$ cat config.mk
export PLATFORM = sky130hd
export DESIGN_NAME = div_unit
export DESIGN_NICKNAME = d
export VERILOG_FILES = /design/src/rtl/div_pkg.sv /design/src/rtl/div_core.sv /design/src/rtl/div_unit.sv
export SDC_FILE = /design/constraint.sdc
export NUM_CORES = 1
export LEC_CHECK = 0
export BUFFER_PORTS_ARGS = -buffer_cell sky130_fd_sc_hd__buf_2
export CORE_ASPECT_RATIO = 1.4
export CORE_MARGIN = 5
export CORE_UTILIZATION = 56
export CTS_BUF_LIST = sky130_fd_sc_hd__clkbuf_8
export DETAILED_ROUTE_END_ITERATION = 12
export GPL_TIMING_DRIVEN = 0
export PLACE_DENSITY = 0.89
export SLEW_MARGIN = 10
export SYNTH_ARGS = -nofsm -noshare
export SYNTH_HDL_FRONTEND = slang
export SYNTH_SLANG_ARGS = --single-unit
$ cat constraint.sdc
create_clock -name clk -period 3.2 [get_ports clk]
set_clock_uncertainty 0.2 [all_clocks]
set_input_delay 0.48 -clock clk [delete_from_list [all_inputs] [get_ports clk]]
set_output_delay 0.48 -clock clk [all_outputs]
set_load 0.005 [all_outputs]
$ cat src/rtl/div_pkg.sv
// Shared types and constants for the RV32M divide/remainder unit.
package div_pkg;

  typedef enum logic [1:0] {
    DIV  = 2'b00,
    DIVU = 2'b01,
    REM  = 2'b10,
    REMU = 2'b11
  } div_op_e;

  typedef enum logic [1:0] {
    IDLE = 2'b00,
    RUN  = 2'b01,
    SIGN = 2'b10,
    DONE = 2'b11
  } div_state_e;

  localparam logic [31:0] DIV_BY_ZERO_Q = 32'hFFFF_FFFF;
  localparam logic [31:0] INT_MIN       = 32'h8000_0000;

  // Two's-complement negate; also serves as magnitude for negative values.
  function automatic logic [31:0] negate(input logic [31:0] v);
    return ~v + 32'd1;
  endfunction

endpackage

$ cat src/rtl/div_core.sv
// Unsigned radix-2 restoring divider: load latches operands, each step
// retires one quotient bit, last flags the final step.
module div_core
  import div_pkg::*;
#(
  parameter int XLEN = 32,
  parameter int ITER = XLEN
) (
  input  logic            clk,
  input  logic            rst,
  input  logic            load,
  input  logic            step,
  input  logic [XLEN-1:0] dividend,
  input  logic [XLEN-1:0] divisor,
  output logic [XLEN-1:0] quot,
  output logic [XLEN-1:0] rem,
  output logic            last
);

  localparam logic [5:0] LAST_CNT = 6'(ITER - 1);

  logic [XLEN-1:0] rem_reg;
  logic [XLEN-1:0] quot_reg;
  logic [XLEN-1:0] dsr_reg;
  logic [5:0]      cnt_reg;
  logic [XLEN:0]   shifted;
  logic [XLEN:0]   diff;

  // The extra top bit keeps the borrow of the trial subtraction.
  assign shifted = {rem_reg, quot_reg[XLEN-1]};
  assign diff    = shifted - {1'b0, dsr_reg};

  always_ff @(posedge clk) begin
    if (rst) begin
      rem_reg  <= '0;
      quot_reg <= '0;
      dsr_reg  <= '0;
      cnt_reg  <= '0;
    end else if (load) begin
      rem_reg  <= '0;
      quot_reg <= dividend;
      dsr_reg  <= divisor;
      cnt_reg  <= '0;
    end else if (step) begin
      if (!diff[XLEN]) begin
        rem_reg  <= diff[XLEN-1:0];
        quot_reg <= {quot_reg[XLEN-2:0], 1'b1};
      end else begin
        rem_reg  <= shifted[XLEN-1:0];
        quot_reg <= {quot_reg[XLEN-2:0], 1'b0};
      end
      cnt_reg <= cnt_reg + 6'd1;
    end
  end

  assign quot = quot_reg;
  assign rem  = rem_reg;
  assign last = (cnt_reg == LAST_CNT);

endmodule

$ cat src/rtl/div_unit.sv
// RV32M DIV/DIVU/REM/REMU wrapper: sign handling, special cases, tag and
// busy/done handshake around the unsigned iterative core.
module div_unit
  import div_pkg::*;
#(
  parameter int XLEN = 32,
  parameter int ITER = XLEN
) (
  input  logic            clk,
  input  logic            rst,
  input  logic            start,
  input  logic [1:0]      op,
  input  logic [XLEN-1:0] rs1_val,
  input  logic [XLEN-1:0] rs2_val,
  input  logic [4:0]      rd_in,
  input  logic            flush,
  output logic            busy,
  output logic            done,
  output logic [XLEN-1:0] result,
  output logic [4:0]      rd_out
);

  div_state_e      state_reg;
  logic            sel_rem_reg;
  logic            neg_q_reg;
  logic            neg_r_reg;
  logic [4:0]      rd_reg;
  logic [XLEN-1:0] result_reg;
  logic [4:0]      rd_out_reg;

  logic            signed_op;
  logic            neg1;
  logic            neg2;
  logic [XLEN-1:0] mag1;
  logic [XLEN-1:0] mag2;
  logic            div_zero;
  logic            overflow;
  logic            special;
  logic [XLEN-1:0] special_val;
  logic            accept;
  logic            core_load;
  logic            core_step;
  logic            core_last;
  logic [XLEN-1:0] core_q;
  logic [XLEN-1:0] core_r;
  logic [XLEN-1:0] final_val;

  assign signed_op = ~op[0];
  assign neg1      = signed_op & rs1_val[XLEN-1];
  assign neg2      = signed_op & rs2_val[XLEN-1];
  assign mag1      = neg1 ? negate(rs1_val) : rs1_val;
  assign mag2      = neg2 ? negate(rs2_val) : rs2_val;

  assign div_zero  = (rs2_val == '0);
  assign overflow  = signed_op && (rs1_val == INT_MIN) && (rs2_val == '1);
  assign special   = div_zero | overflow;

  // Divide-by-zero takes precedence; overflow only reachable with non-zero divisor.
  always_comb begin
    special_val = '0;
    if (div_zero) special_val = op[1] ? rs1_val : DIV_BY_ZERO_Q;
    else          special_val = op[1] ? '0      : INT_MIN;
  end

  assign accept    = start & ~flush & ((state_reg == IDLE) || (state_reg == DONE));
  assign core_load = accept & ~special;
  assign core_step = (state_reg == RUN);

  div_core #(.XLEN(XLEN), .ITER(ITER)) u_core (
    .clk      (clk),
    .rst      (rst),
    .load     (core_load),
    .step     (core_step),
    .dividend (mag1),
    .divisor  (mag2),
    .quot     (core_q),
    .rem      (core_r),
    .last     (core_last)
  );

  always_comb begin
    final_val = '0;
    if (sel_rem_reg) final_val = neg_r_reg ? negate(core_r) : core_r;
    else             final_val = neg_q_reg ? negate(core_q) : core_q;
  end

  always_ff @(posedge clk) begin
    if (rst) begin
      state_reg   <= IDLE;
      sel_rem_reg <= 1'b0;
      neg_q_reg   <= 1'b0;
      neg_r_reg   <= 1'b0;
      rd_reg      <= '0;
      result_reg  <= '0;
      rd_out_reg  <= '0;
    end else if (flush) begin
      state_reg <= IDLE;
    end else begin
      case (state_reg)
        IDLE, DONE: begin
          if (accept) begin
            sel_rem_reg <= op[1];
            neg_q_reg   <= neg1 ^ neg2;
            neg_r_reg   <= neg1;
            rd_reg      <= rd_in;
            if (special) begin
              result_reg <= special_val;
              rd_out_reg <= rd_in;
              state_reg  <= DONE;
            end else begin
              state_reg  <= RUN;
            end
          end else begin
            state_reg <= IDLE;
          end
        end
        RUN: begin
          if (core_last) state_reg <= SIGN;
        end
        SIGN: begin
          result_reg <= final_val;
          rd_out_reg <= rd_reg;
          state_reg  <= DONE;
        end
        default: state_reg <= IDLE;
      endcase
    end
  end

  assign busy   = (state_reg == RUN) || (state_reg == SIGN);
  assign done   = (state_reg == DONE);
  assign result = result_reg;
  assign rd_out = rd_out_reg;

endmodule

## Word-level counts from Yosys, hierarchy flattened

Index checks and enable logic that the tools add are counted.

- Register bits after elaboration: 149
- Bits of input ports: 75
- Output and inout port bits: 39
- Word-level logic and storage cells: 75

- Add/sub/neg operators: 6
- Equal/unequal tests: 9
- Muxes and demuxes: 22
- Bitwise gates (word level): 14
- Reduce and logical (&&, ||, !) cells: 13

Operator list:

| operator | count |
|---|---|
| $mux 32 | 13 |
| $add 32x1->32 const B | 4 |
| $not 32->32 | 4 |
| $eq 32x32->1 const B | 2 |
| $pmux 32 s2 | 1 |
| $sub 33x32->33 | 1 |
| $logic_not 32->1 | 1 |
| $mux 5 | 2 |
| $pmux 5 s2 | 1 |
| $add 6x1->6 const B | 1 |
| $eq 6x5->1 const B | 1 |
| $mux 2 | 3 |
| $pmux 2 s3 | 1 |
| $reduce_or 2->1 | 3 |
| $and 1x1->1 | 5 |
| $eq 2x2->1 const B | 2 |
| $ne 2x2->1 const B | 2 |
| $reduce_and 4->1 | 1 |
| $reduce_bool 2->1 | 2 |
| $not 1->1 | 3 |
| $reduce_and 3->1 | 1 |
| $eq 2x1->1 const B | 1 |
| $logic_and 1x1->1 | 2 |
| $logic_not 2->1 | 1 |
| other kinds (5) | 6 |

## Depth between registers and ports, before layout

- Word-level depth: 7
- Depth in mapped cells: 14
- Gate-level depth less buffers: 13

## Cells and area by module

Synthesis repeated with hierarchy kept, for this count alone.

- Cell total of the unflattened synthesis: 1526
- Area total of the unflattened synthesis: 11638.7 um2

Modules (own cells, without submodules):

| module | times used | cells an instance | area each (um2) | seq. area each (um2) |
|---|---|---|---|---|
| div_core | 1 | 770 | 6045.8 | 2042.0 |
| div_unit | 1 | 756 | 5592.9 | 940.9 |

## Worst setup path before layout

Ideal clock, no wire load.

- Path kind: register -> register
- Start point: register u_core.rem_reg[3], in the netlist u_core.rem[3]
- End point: register result_reg[29], in the netlist result[29]
- Setup time: 128 ps
- Arrival time: 3244 ps
- Data required time: 2872 ps
- Setup slack: -371 ps
- Cell stages (with the launch flop): 11
- Buffers on the path: 0
- Clock period less this slack: 3571 ps
- Path through: dfxtp_1 > or4_4 > or4_4 > or4_4 > or3_1 > or3_4 > o31ai_2 > xor2_1 > a21oi_1 > a22oi_1 > nor2_1

- Word-level cells in the longest chain between the ends: 5

RTL lines:

| item | RTL line | source |
|---|---|---|
| start, declared | div_core.sv:22 | `logic [XLEN-1:0] rem_reg;` |
| start signal, assigned | div_core.sv:46 | `rem_reg <= diff[XLEN-1:0];` |
| start signal, assigned | div_core.sv:49 | `rem_reg <= shifted[XLEN-1:0];` |
| $not 32->32 | div_pkg.sv:23 | `return ~v + 32'd1;` |
| $add 32x1->32 | div_pkg.sv:23 |  |
| $mux 32 (2 in series) | div_unit.sv:83 | `if (sel_rem_reg) final_val = neg_r_reg ? negate(core_r) : core_r;` |
| $pmux 32 s2 | div_unit.sv:99 | `case (state_reg)` |
| end signal, assigned | div_unit.sv:107 | `result_reg <= special_val;` |
| end signal, assigned | div_unit.sv:121 | `result_reg <= final_val;` |
| end, declared | div_unit.sv:28 | `logic [XLEN-1:0] result_reg;` |

Every way passes these cells.
A chain may end at the register's enable or synchronous reset.

## Final worst setup path

- Start point: register u_core.rem_reg[0], in the netlist u_core.rem[0]
- End point: register result_reg[31], in the netlist result[31]

Same word-level chain as after synthesis.

==> impl_metrics.tcl <==
set metrics [dict create \
    startpoint "u_core.rem[0]" \
    num_vias 12325 \
    reg2reg_slack_ns -0.56 \
    rsz0062_at_grt "true" \
    fmax_ghz 0.266 \
    power.density_mw_per_mm2 431 \
    hold_class "primary input to register" \
    synth.most_common_cell "nor2_1" \
    fillerInstances 1491 \
    gp_congestion 0.974 \
    wl_per_cell_um 21.9 \
    routed_via_density 6.61 \
    yosysTopAreaCellShare_pct 27.3 \
    clk_pin_slew_ns 0.08 \
    dp.cells 1792 \
    ys_top_cells_by_count "nor2_1 (183), dfxtp_1 (149), a21oi_1 (122)" \
    fin_nets 1721 \
    totalWireLength_um 40800 \
    status "finished, violations left" \
    drt_first_pass_iters 9 \
    fin_ws_ns -0.564 \
    leakagePower_nw 5.12 \
    ant_nets 0 \
    drt_iter0_markers 1451 \
    layout_min_cycle_time_ns 3.76 \
    drc 0 \
    core-area_mm2 0.0192 \
    slew_violations 0 \
    end_kind "register" \
    synth_edf_count 0 \
    synth_top_area_cell "dfxtp_1" \
    setup_viol_count_final 47 \
    grt_pass1_vias 11544 \
    ir_drop_mv 0.299 \
    initial_core_util_pct 56.8 \
    async_flop_share_pct 0 \
    cts_sinks 149 \
    tritoncts "done" \
    r2r_start "u_core.rem[0]" \
    clk_latency_ns 0.48 \
    ys_top_cells_by_area "dfxtp_1 (27%), xnor2_1 (6.3%), nor2_1 (6.3%)" \
    grt_pass1_wl_um 58000 \
    die_w_um 128 \
    mappedNetlistArea_mm2 0.0109 \
    seqCellArea_mm2 0.00301 \
    maxCapViolations 0 \
    post-dp-hpwl_um 28300 \
    postSynthCellCount 1432 \
    hold_viol 0 \
    placementRows 60 \
    drive_above_1_share_pct 22.4 \
    final_core_util_pct 70.7 \
    antenna_found_initial 1 \
    max_slew_margin_pct 38.8 \
    clockRootBuffer "clkbuf_8" \
    syn_to_final_growth_pct 24.4 \
    yosysWarnings 0 \
    ys_ff_latch 149 \
    multiInputGateArea_mm2 0.00820 \
    critPathRequiredTime_ns 3.33 \
    io_pins 114 \
    grt_max_degree 17 \
    tightestPinTransition_ns 0.918 \
    critPathArrivalTime_ns 3.89 \
    yosys_most_used_dff "dfxtp_1" \
    clockBufferDepth 2 \
    grt_remaining_overflow 0 \
    violations "setup timing" \
    cp-start-kind "register" \
    crit_fanout 5 \
    die_y_um 175 \
    dieArea_mm2 0.0224 \
    synthDistinctLibCells 61 \
    synth_nets 1549 \
    setup.worst_path.class "register to register" \
    period_share_pct 118 \
    port_buffers 112 \
    final_cells 1864 \
    numCtsBuffers 17 \
    hp-start "rd_in[2]" \
    grt_usage_pct 32.2 \
    syn_area_per_cell_um2 7.62 \
    synth.yosys.seq_area_share_pct 27.3 \
    h-tree-depth 4 \
]
-- area by class of cell --
cell class              count  share of cell area, %
multi-input cells        1141                   60.4
flip-flops and latches    149                   22.2
repair buffers            156                   7.15
plain buffers              85                   3.39
well taps                 248                   2.28
clock buffers              19                   1.93
inverters                  54                   1.49
clock inverters            11                   1.18
diodes                      1                 0.0184
-- path summary, 6_finish.rpt --
kind	endpoint	cells after the start
setup / recovery	result[31]	9
hold / removal	rd_reg[2]	3
setup reg to reg	result[31]	9
hold reg to reg	result[30]	2
-- routing by layer --
layer / GRT usage [%] / vias to the layer above / wire, µm
li1: - / 5535 / -
met1: 35.5 / 5672 / 14300
met2: 55.9 / 836 / 19500
met3: 5.99 / 282 / 3760
met4: 20.8 / 0 / 3220
met5: 0 / - / 0
-- critical path, stage by stage, from the launching register on --
cell	delay [ns]
dfxtp_1	0.40
or3_4	0.44
or4_4	0.51
or4_4	0.47
or3_4	0.40
or3_4	0.41
o31ai_4	0.28
xnor2_2	0.11
a221oi_2	0.29
a211oi_1	0.11
-- power breakdown --
group,internal (mW),leakage (nW),switching (mW)
clock network,0.875,0.224,0.750
registers,1.94,1.22,0.105
logic,0.916,3.67,1.27
total,3.73,5.12,2.12
-- cells by family after synthesis --
logic type	share of synthesized area (%)
AO/OA/AOI/OAI	26.6
XOR/XNOR	12.0
buffers and inverters	4.92
multiplexers	4.31
AND/OR/NAND/NOR	19.9
flip-flops	27.3
adder cells (fa/ha/maj)	4.88
-- layout by cell type (no fill, tap or decap), types with 10 or more instances in the layout --
cell and instances:
xnor2_1 77, ha_1 39, buf_4 35, inv_1 55, a21oi_1 102, o211ai_1 21, or3_1 10, nand2_1 80
a21oi_2 20, buf_2 113, o41ai_1 13, clkbuf_1 60, o311ai_0 12, dfxtp_1 133, buf_6 14, a211oi_1 77
mux2i_1 46, dfxtp_2 12, nor2b_1 32, nand2b_1 15, o21ai_0 80, or4_4 11, nand4_1 18, a21o_1 15
o31ai_1 20, nor2_4 15, o21ai_2 13, xor2_1 69, clkbuf_8 23, nor2_1 163, nor3_1 29
-- what timing repair did --
action                     in CTS  in global routing
setup endpoints to repair     139                118
buffers inserted               12                 28
resized for setup              81                166
hold buffers                    0                  0
cloned                          0                  4
pin swaps                      21                 86
-- metrics by stage --
stage               instance area [µm²]  setup TNS, ns  hold WS (ns)  power, mW  worst slack [ns]
detailed placement                11900        -123.85         0.247       3.58             -1.27
finish                            13600         -10.62        0.0503       5.85            -0.564
floorplan                         11000         -0.998         0.232       3.15            -0.333
global placement                  11900        -120.26         0.241       3.54             -1.23
global route                      13600         -12.65        0.0544       6.04            -0.588
CTS                               12700         -15.72        0.0476       5.25            -0.537
Power figures use the tool's default switching activity.
